$ cat src/rtl/pan_pkg.sv
// Shared types and sizing for PAN digit capture: FSM states, error codes, buffer widths.
package pan_pkg;

  localparam int PAN_MAX_DIGITS = 19;
  localparam int PAN_MIN_DIGITS = 12;
  localparam int PAN_BCD_W      = 4 * PAN_MAX_DIGITS;
  localparam int PAN_LEN_W      = 5;

  typedef enum logic [1:0] {
    IDLE    = 2'd0,
    COLLECT = 2'd1,
    DONE    = 2'd2,
    ERROR   = 2'd3
  } pan_state_t;

  typedef enum logic [1:0] {
    ERR_NONE      = 2'd0,
    ERR_BAD_DIGIT = 2'd1,
    ERR_OVERFLOW  = 2'd2,
    ERR_SHORT     = 2'd3
  } pan_err_t;

  function automatic logic is_bcd(input logic [3:0] d);
    return (d <= 4'd9);
  endfunction

endpackage

$ cat src/rtl/pan_digit_capture.sv
// Packs serial BCD digits leftmost-first; all outputs registered, ready/error one cycle after pan_end.
// digit_ready is low in DONE/ERROR, so new digits stall until clear.
module pan_digit_capture
  import pan_pkg::*;
#(
  parameter int MAX_DIGITS = PAN_MAX_DIGITS,
  parameter int MIN_DIGITS = PAN_MIN_DIGITS
) (
  input  logic                    clk,
  input  logic                    rst,
  input  logic                    digit_valid,
  input  logic [3:0]              digit_in,
  output logic                    digit_ready,
  input  logic                    pan_end,
  input  logic                    clear,
  output logic                    pan_ready,
  output logic [PAN_LEN_W-1:0]    len_final,
  output logic [4*MAX_DIGITS-1:0] pan_bcd,
  output logic                    pan_error,
  output logic [1:0]              err_code
);

  localparam logic [PAN_LEN_W-1:0] L_MAX = PAN_LEN_W'(MAX_DIGITS);
  localparam logic [PAN_LEN_W-1:0] L_MIN = PAN_LEN_W'(MIN_DIGITS);

  pan_state_t              r_state;
  pan_err_t                r_err;
  logic [PAN_LEN_W-1:0]    r_count;
  logic [PAN_LEN_W-1:0]    r_len;
  logic [4*MAX_DIGITS-1:0] r_bcd;
  logic                    r_ready;
  logic                    r_error;
  logic                    r_digit_ready;

  logic                    w_accept;
  logic                    w_bad;
  logic                    w_ovf;
  logic                    w_store;
  logic [PAN_LEN_W-1:0]    w_n;

  assign w_accept = digit_valid && r_digit_ready;
  assign w_bad    = w_accept && !is_bcd(digit_in);
  assign w_ovf    = w_accept && !w_bad && (r_count == L_MAX);
  assign w_store  = w_accept && !w_bad && !w_ovf;
  // Length seen by pan_end includes a digit stored on the same edge.
  assign w_n      = r_count + PAN_LEN_W'(w_store);

  always_ff @(posedge clk or posedge rst) begin
    if (rst) begin
      r_state       <= IDLE;
      r_err         <= ERR_NONE;
      r_count       <= '0;
      r_len         <= '0;
      r_bcd         <= '0;
      r_ready       <= 1'b0;
      r_error       <= 1'b0;
      r_digit_ready <= 1'b1;
    end else if (clear) begin
      r_state       <= IDLE;
      r_err         <= ERR_NONE;
      r_count       <= '0;
      r_len         <= '0;
      r_bcd         <= '0;
      r_ready       <= 1'b0;
      r_error       <= 1'b0;
      r_digit_ready <= 1'b1;
    end else begin
      case (r_state)
        IDLE, COLLECT: begin
          if (w_bad || w_ovf) begin
            r_state       <= ERROR;
            r_err         <= w_bad ? ERR_BAD_DIGIT : ERR_OVERFLOW;
            r_error       <= 1'b1;
            r_digit_ready <= 1'b0;
          end else begin
            if (w_store) begin
              r_bcd[{r_count, 2'b00} +: 4] <= digit_in;
              r_count                      <= w_n;
              r_state                      <= COLLECT;
            end
            if (pan_end) begin
              r_digit_ready <= 1'b0;
              if (w_n < L_MIN) begin
                r_state <= ERROR;
                r_err   <= ERR_SHORT;
                r_error <= 1'b1;
              end else begin
                r_state <= DONE;
                r_len   <= w_n;
                r_ready <= 1'b1;
              end
            end
          end
        end
        default: ;
      endcase
    end
  end

  assign digit_ready = r_digit_ready;
  assign pan_ready   = r_ready;
  assign len_final   = r_len;
  assign pan_bcd     = r_bcd;
  assign pan_error   = r_error;
  assign err_code    = r_err;

endmodule

$ cat config.mk
export PLATFORM = sky130hd
export DESIGN_NAME = pan_digit_capture
export DESIGN_NICKNAME = d
export VERILOG_FILES = /design/src/rtl/pan_pkg.sv /design/src/rtl/pan_digit_capture.sv
export SDC_FILE = /design/constraint.sdc
export NUM_CORES = 1
export LEC_CHECK = 0
export CORE_ASPECT_RATIO = 1.25
export CORE_MARGIN = 5
export CORE_UTILIZATION = 38
export CTS_BUF_LIST = sky130_fd_sc_hd__clkbuf_8 sky130_fd_sc_hd__clkbuf_16
export CTS_CLUSTER_DIAMETER = 200
export DETAILED_ROUTE_END_ITERATION = 7
export GPL_TIMING_DRIVEN = 0
export PLACE_DENSITY = 0.64
export SETUP_SLACK_MARGIN = 0.3
export SLEW_MARGIN = 25
export SYNTH_ARGS = -nofsm -noshare
export SYNTH_HDL_FRONTEND = slang
export SYNTH_SLANG_ARGS = --single-unit
$ cat constraint.sdc
create_clock -name clk -period 9.2 [get_ports clk]
set_clock_uncertainty 0.1 [all_clocks]
set_input_delay 2.76 -clock clk [delete_from_list [all_inputs] [get_ports clk]]
set_output_delay 2.76 -clock clk [all_outputs]
set_load 0.02 [all_outputs]
# [Yosys cells after proc, flatten, opt, wreduce, memory -nomap -nowiden]
# Cells that the tools add are included.
[classes] reduce_logical=22 shift=2 muxes=40 n_eq_ne=4 magnitude_cmp=2 add_sub_neg=2
[op_table] operator="two-way mux 76 bit" count=4
[op_table] operator="bitwise mux 76 bit" count=1
[op_table] operator="variable shift 4 x 9 -> 76 bit (first input constant)" count=1
[op_table] operator="indexed part select 4 x 9 -> 76 bit" count=1
[op_table] operator="two-way mux 5 bit" count=9
[op_table] operator="two-way mux 2 bit" count=11
[op_table] operator="two-way mux 1 bit" count=15
[op_table] operator="negation 7 -> 9 bit" count=1
[op_table] operator="AND reduction 3 bit" count=2
[op_table] operator="nonzero test 2 bit" count=3
[op_table] operator="nonzero test 3 bit" count=2
[op_table] operator="adder 5 x 1 -> 5 bit" count=1
[op_table] operator="equality test 5 bit (second input constant)" count=1
[op_table] operator="logical AND 1 bit" count=5
[op_table] operator="less-than comparator 5 x 4 -> 1 bit (second input constant)" count=1
[op_table] operator="<= comparator 4 bit (second input constant)" count=1
[op_table] operator="inequality test 2 bit (second input constant)" count=2
[op_table] operator="AND reduction 2 bit" count=2
[op_table] operator="AND reduction 4 bit" count=1
[op_table] operator="nonzero test 4 bit" count=1
[op_table] operator="logical NOT 1 bit" count=3
[op_table] operator="equality test 2 x 1 -> 1 bit (second input constant)" count=1
[op_table] operator="logical NOT 2 bit" count=1
[op_table] operator="OR reduction 2 bit" count=1
[op_table] operator="logical OR 1 bit" count=1
[totals] out_inout_bits=86 wordCells=80 reg_bits=93 input_bits=9

# [Depth between registers and ports, before layout]
# Gate-level depths: netlist of the first run.
[depth] depth_word=15 ltp_mapped=10 depth_no_buf=10

# [Worst setup path after synthesis of the first run]
# No wires, ideal clock.
[synth_path] path_kind="input-to-reg" from="input digit_in[1]" to="register r_len[0] (netlist: len_final[0])" setup_ns=0.132 arrival_time_ns=4.607 path_slack_ns=4.361 n_path_buf=0 t_required_ns=8.968 stages=9 cell_sequence="o21a_1 nor3_1 ha_1 ha_1 and3b_1 o22a_1 o2111ai_2 mux2i_1 nor2_1"
[synth_via] elab_chain_cells=14 word_cells_on_any_way=19 classes_between="add/sub: 1; order compare: 2; eq/ne: 2; mux: 5; reduce/logical: 9"
[synth_lines] item="start, declared" line_no="pan_digit_capture.sv:12" text="input logic [3:0] digit_in,"
[synth_lines] item="<= comparator 4 bit (*)" line_no="pan_pkg.sv:24" text="return (d <= 4'd9);"
[synth_lines] item="logical NOT 1 bit (*)" line_no="pan_digit_capture.sv:42" text="assign w_bad = w_accept && !is_bcd(digit_in);"
[synth_lines] item="logical AND 1 bit (*)" line_no="pan_digit_capture.sv:42"
[synth_lines] item="branches (longest 11 deep; another with adder 5 x 1 -> 5 bit)"
[synth_lines] item="end signal, assigned" line_no="pan_digit_capture.sv:89" text="r_len <= w_n;"
[synth_lines] item="end, declared" line_no="pan_digit_capture.sv:29" text="logic [PAN_LEN_W-1:0] r_len;"
# Mark *: on every way between the ends. The select of a mux whose other input is x is not followed.
# A chain may end at the register's enable or synchronous reset.

# [Worst setup path in the final report of the first run]
[layout_path] from="input digit_in[3]" to="register r_len[0] (netlist: len_final[0])"
# The elaborated chain is that of the path after synthesis.

==> run metrics, run 1 <==
IO Count 95; EDFF count, synth 0; CP Max Fanout 7; max_slew headroom roughly 46%; CP Launch Type input pin; Die Y ~130 um; root cell of the clock tree clkbuf_16; CTS max path bufs 2; Die Width 109 um; gr usage total between 10% and 20%; CTS buffer count 9; Post CTS Setup Buffer Count 0; met3 GRT Util 3.56%; Crit path required time approximately 9300 ps; Final Max Tran Viols 0; Total Wirelength approximately 13000 um; CTS tree done; M1 GR Usage 25.1%; layout cell share with drive strength beyond 1 approximately 7.4%; CP arrival 5380 ps; Synth Net Count roughly 460; clk_lat worst skew 340 ps; drt pass-1 iters 4; NumNets Final roughly 560; Syn. warnings 0; Crit path largest cell delay around 510 ps; Power Density about 140 nW/um^2; Placeable Area between 10000 and 15000 sq um; dpl ws ~3600 ps; Distinct cells, synth 54; fin crit share roughly 57%; met2 Use GR between 30% and 40%; Fin. Hold Viols 0; largest net degree at the start of global routing 60; n_diodes 0; setup slack after layout a little under 4000 ps; Worst setup EP type flip-flop; worst hold-check path type reg -> reg; total grt overflow 0; register clock-pin slew on the reported worst setup and hold paths 70 ps; status finished, final reports clean; highest clock rate about 0.19 GHz; # setup viols final 0; Synth top area share around half; Initial Utilization roughly 39%; Die Area between 10000 and 15000 sq um; worst reg2reg setup slack approximately 6000 ps; area grow syn2layout 32.0%; worst slew pin tran 807 ps; cell area after synthesis around 4700 sq um; cell mode on critical path ha_1; Antenna Violating Nets Remaining 0; Rows 45; Tmin final between 5000 and 6000 ps; Detailed Route Iter0 Violations 170; area of the multi-input gates ~2200 sq um; Top Usage Layer GRT met2; antenna violations before repair 0; first-pass GRT wire length ~21000 um; vias after detailed routing ~3800; Gate Count Post-Synth about 440; # DRC 0; global placement routability congestion ~0.87; Yosys top cell by area dfrtp_1; Synth Register Bits 92; Fill cells between 1000 and 1500; CP Cell Sequence clkdlybuf4s50_1 -> o21a_1 -> nor3_1 -> ha_1 -> ha_1 -> and3b_1 -> o22a_1 -> o2111ai_2 -> mux2i_1 -> nor2_1; Async SR Flop Fraction 100%; VDD IR max approximately 70 uV; # hold bufs at CTS 0; RSZ-0062 raised after global routing no; Post-synth top flop dfrtp_1; # resized after CTS 0; Seq. cell area between 2000 and 2500 sq um; DP HPWL 9680 um; Avg Synthesized Cell Area roughly 11 sq um; clk sinks between 90 and 100; total negative slack 0 ps; Buf/Inv on CP 1; vias in the first global route between 3000 and 4000; most area-consuming cells after synthesis dfrtp_1, mux2i_1, nand2b_1; critical path class in -> reg; Buffers on Ports 93; routed wire length per instance 18.2 um; Max-Cap Viols 0; CP top delay family compound AO/OA/AOI/OAI gates; Hold WS slightly below 400 ps; Seq/Total Area, Yosys about 50%; Slowest-stage cell, CP clkdlybuf4s50_1; Static Leak roughly 2.7 nW; Via density between 5 and 6; htree depth 3
-- routing by layer --
metal | share of wire (%) | up-vias | wire length, um
met5 | 0 | - | 0
met3 | 6.2 | 14 | 808
met4 | 1.6 | 0 | 205
met1 | 43 | 1840 | 5640
met2 | 49 | 138 | 6380
li1 | - | 1774 | -
-- cell usage after synthesis, drive strengths merged (2+ instances only) --
cell type,instances
nor2,38
nand3b,2
ha,6
nor3,7
nand2b,54
dfrtp,91
xnor2,4
a21oi,20
a22o,4
and2,6
xor2,4
o21a,2
inv,6
clkbuf,16
o32ai,11
o21ai,15
and3,5
nor2b,8
a21o,2
mux2i,51
nand4,9
a2bb2o,4
or2,3
buf,10
o211ai,2
and3b,3
or3,3
o2bb2ai,5
nand3,15
nor4,2
o31a,2
nand2,20
-- cell usage in the layout (no fill, tap or decap), drive strengths merged, types with 5 or more instances in the layout --
cell | netlist | routed
o32ai | 11 | 11
nor2 | 38 | 38
a21oi | 20 | 20
nor2b | 8 | 8
clkdlybuf4s50 | 0 | 93
nand4 | 9 | 9
ha | 6 | 6
o2bb2ai | 5 | 5
nand3 | 15 | 15
inv | 6 | 9
dfrtp | 91 | 91
o21ai | 15 | 15
clkbuf | 16 | 25
nor3 | 7 | 7
and2 | 6 | 6
buf | 10 | 11
mux2i | 51 | 51
nand2 | 20 | 20
nand2b | 54 | 54
and3 | 5 | 5
-- kinds of logic after synthesis --
logic type / share of synthesized area, %
simple gates: 22.2
flops: 49.0
compound gates: 11.3
mux: 10.9
buf+inv: 3.46
xor+xnor: 1.49
fa+ha+maj: 1.60
-- worst paths after layout --
path,startpoint,to,cells after the start
min,pan_bcd[60]$_DFFE_PP0P_,pan_bcd[60]$_DFFE_PP0P_,1
min reg2reg,pan_bcd[60]$_DFFE_PP0P_,pan_bcd[60]$_DFFE_PP0P_,1
max reg2reg,r_count[0]$_DFFE_PP0P_,len_final[0]$_DFFE_PP0P_,10
max in group asynchronous,rst,pan_bcd[52]$_DFFE_PP0P_,3
max,digit_in[3],len_final[0]$_DFFE_PP0P_,10
min in group asynchronous,rst,pan_bcd[59]$_DFFE_PP0P_,2
-- report_power, final --
part           total [mW]  leakage [nW]  switching, mW  internal, mW
clock network       0.411         0.160          0.168         0.243
registers           0.410          1.28        0.00281         0.407
logic              0.0610          1.24         0.0405        0.0205
-- sequential cells by signal (all words and copies together), names as in the netlist --
name,cells
digit_ready,1
err_code,2
len_final,5
pan_bcd,76
pan_error,1
pan_ready,1
r_count,5
r_state,1
-- per-stage QoR --
| stage | total power [mW] | area (sq um) | cells | utilization, % |
|---|---|---|---|---|
| after detailed placement | 0.479 | 5870 | 701 | 48.2 |
| final | 0.883 | 6200 | 717 | 51.0 |
| after floorplan | 0.454 | 4700 | 443 | - |
| after CTS | 0.891 | 6200 | 717 | 51.0 |
| after global placement | 0.477 | 5830 | 700 | 48.0 |
| after global routing | 0.915 | 6200 | 717 | 51.0 |
-- final cells by class --
class	count	share of cell area, %
Timing Repair Buffer	94	15.5
Multi-Input combinational cell	319	36.0
Clock buffer	9	3.63
Sequential cell	92	37.2
Buffer	26	2.26
Clock inverter	7	1.74
Tap cell	164	3.31
Inverter	6	0.444
No activity file was read; power rests on OpenSTA's default activity.
==> run 2: changes to the inputs <==
PLACE_DENSITY = 0.66   (was 0.64)
clock period = 4.56 ns   (was 9.2 ns; I/O delays follow)
==> run metrics, run 2 (synthesis gave the netlist of run 1 again) <==
status finished, final reports clean; register clock-pin slew on the reported worst setup and hold paths approximately 70 ps; CP Launch Point digit_in[3]; Die Area about 15000 sq um; VDD IR max 256 uV; Max-Cap Viols 0; worst slew pin tran around 750 ps; RSZ-0062 raised after global routing no; CTS max path bufs 2; gr usage total between 10% and 20%; Slowest-stage cell, CP clkdlybuf4s50_1; DP HPWL 9630 um; CP Max Fanout 7; max_slew headroom 49.8%; cell mode on critical path ha_1; Antenna Violating Nets Remaining 0; Final Max Tran Viols 0; placed instance area a little under 6000 sq um; total grt overflow 0; drt pass-1 iters 4; first-pass GRT wire length approximately 21000 um; NumNets Final between 500 and 600; Buf/Inv on CP 1; Detailed Route Iter0 Violations between 200 and 250; CP arrival roughly 4000 ps; # hold bufs at CTS 0; routed wire length per instance approximately 18 um; highest clock rate ~0.26 GHz; hold_sp pan_bcd[61]$_DFFE_PP0P_; clk sinks between 90 and 100; Final Power 1.71 mW; Die Y 134 um; Rows 45; # resized after CTS 0; Placeable Area ~12000 sq um; CTS tree done; layout cell share with drive strength beyond 1 7.25%; clk_lat worst skew 350 ps; worst hold-check path type reg -> reg; htree depth 3; max FFs per register 76; Crit path largest cell delay around 520 ps; n_diodes 0; vias after detailed routing about 3800; CP Launch Type input pin; dpl cells between 700 and 800; Via density 5.29; reg2reg start r_count[0]$_DFFE_PP0P_; vias in the first global route 3951; fin crit share between 80 and 90%; critical path class in -> reg; global placement routability congestion approximately 0.85; Fin. Hold Viols 0; CTS buffer count 9; antenna violations before repair 0; Static Leak 2.66 nW; Hold WS 389 ps; largest net degree at the start of global routing 61; Final Cell Area about 6200 sq um; Worst setup EP type flip-flop; Buffers on Ports between 90 and 100; most frequent cells in the layout clkdlybuf4s50_1, dfrtp_1, nand2b_1; root cell of the clock tree clkbuf_16; Tmin final between 3000 and 4000 ps; area grow syn2layout 31.2%; # setup viols final 0; Crit path required time roughly 4700 ps; Initial Utilization approximately 39%; Die Width roughly 110 um; # DRC 0; Post CTS Setup Buffer Count 0; CP top delay family compound AO/OA/AOI/OAI gates; Total Wirelength around 13000 um; most common cell after layout, fill and taps aside clkdlybuf4s50_1; IO Count 95; CP Cell Sequence clkdlybuf4s50_1 -> o21a_1 -> nor3_1 -> ha_1 -> ha_1 -> and3b_1 -> o22a_1 -> o2111ai_2 -> mux2i_1 -> nor2_1; Final Instance Count excl. Fillers 716; Power Density 277 nW/um^2
==> run 2: cell types whose count changed in the layout (fill, tap and decap cells not counted) <==
| cell | previous run | this run |
|---|---|---|
| clkinv_4 | 1 | 0 |
| bufinv_16 | 2 | 1 |
| inv_8 | 2 | 1 |
| clkinvlp_4 | 1 | 3 |
==> run 2: power by group <==
part	internal, mW	total [mW]	leakage [nW]	switching [mW]
combinational	0.0413	0.122	1.24	0.0807
sequential	0.822	0.828	1.28	0.00568
clock	0.427	0.756	0.136	0.329
==> run 2: cell type report <==
class	instances	area, sq um
inverter	6	27.5
buffer	26	140
tap	164	205
sequential	92	2300
clock buffer	9	225
multi-input combinational	319	2230
clock inverter	6	72.6
fill	1160	6000
timing repair buffer	94	958
==> run 2: path summary, 6_finish.rpt <==
kind / endpoint / slack [ps] / cells after the start
setup / recovery: len_final[0]$_DFFE_PP0P_ / 670 / 10
hold / removal: pan_bcd[61]$_DFFE_PP0P_ / 390 / 1
setup reg to reg: len_final[0]$_DFFE_PP0P_ / 1310 / 10
hold reg to reg: pan_bcd[61]$_DFFE_PP0P_ / 390 / 1
max in group asynchronous: pan_bcd[28]$_DFFE_PP0P_ / 2510 / 3
min in group asynchronous: pan_bcd[26]$_DFFE_PP0P_ / 1270 / 2
==> run 2: worst register-to-register path, cell delays in order (launching register included) <==
cell       delay [ps]
dfrtp_1           510
ha_1              360
and4bb_2          330
nor3_1            150
ha_1              230
ha_1              310
and3b_1           220
o22a_1            210
o2111ai_2         390
mux2i_1           260
nor2_1             50
==> run 2: metrics by stage <==
step           TNS (ps)  worst slack (ps)  util (%)
6_report              0               666      50.7
5_1_grt               0               513      50.7
4_1_cts               0               667      50.7
3_5_place_dp          0               338      48.2
3_3_place_gp     -65570              -728      48.0
2_1_floorplan         0               702         -
==> run 2: metal layers <==
layer  share of wire, %  GRT usage, %  up-vias
met5                  0             0        -
met1                 43          23.3     1878
met2                 50          30.1      110
li1                   -             -     1780
met4                1.8          6.86        0
met3                6.0          3.66       17
==> run 3: changes to the inputs <==
SKIP_CTS_REPAIR_TIMING = 1   (was not set)
==> results of run 3 <==
Final layout, timing and power as in run 2 (identical DEF).
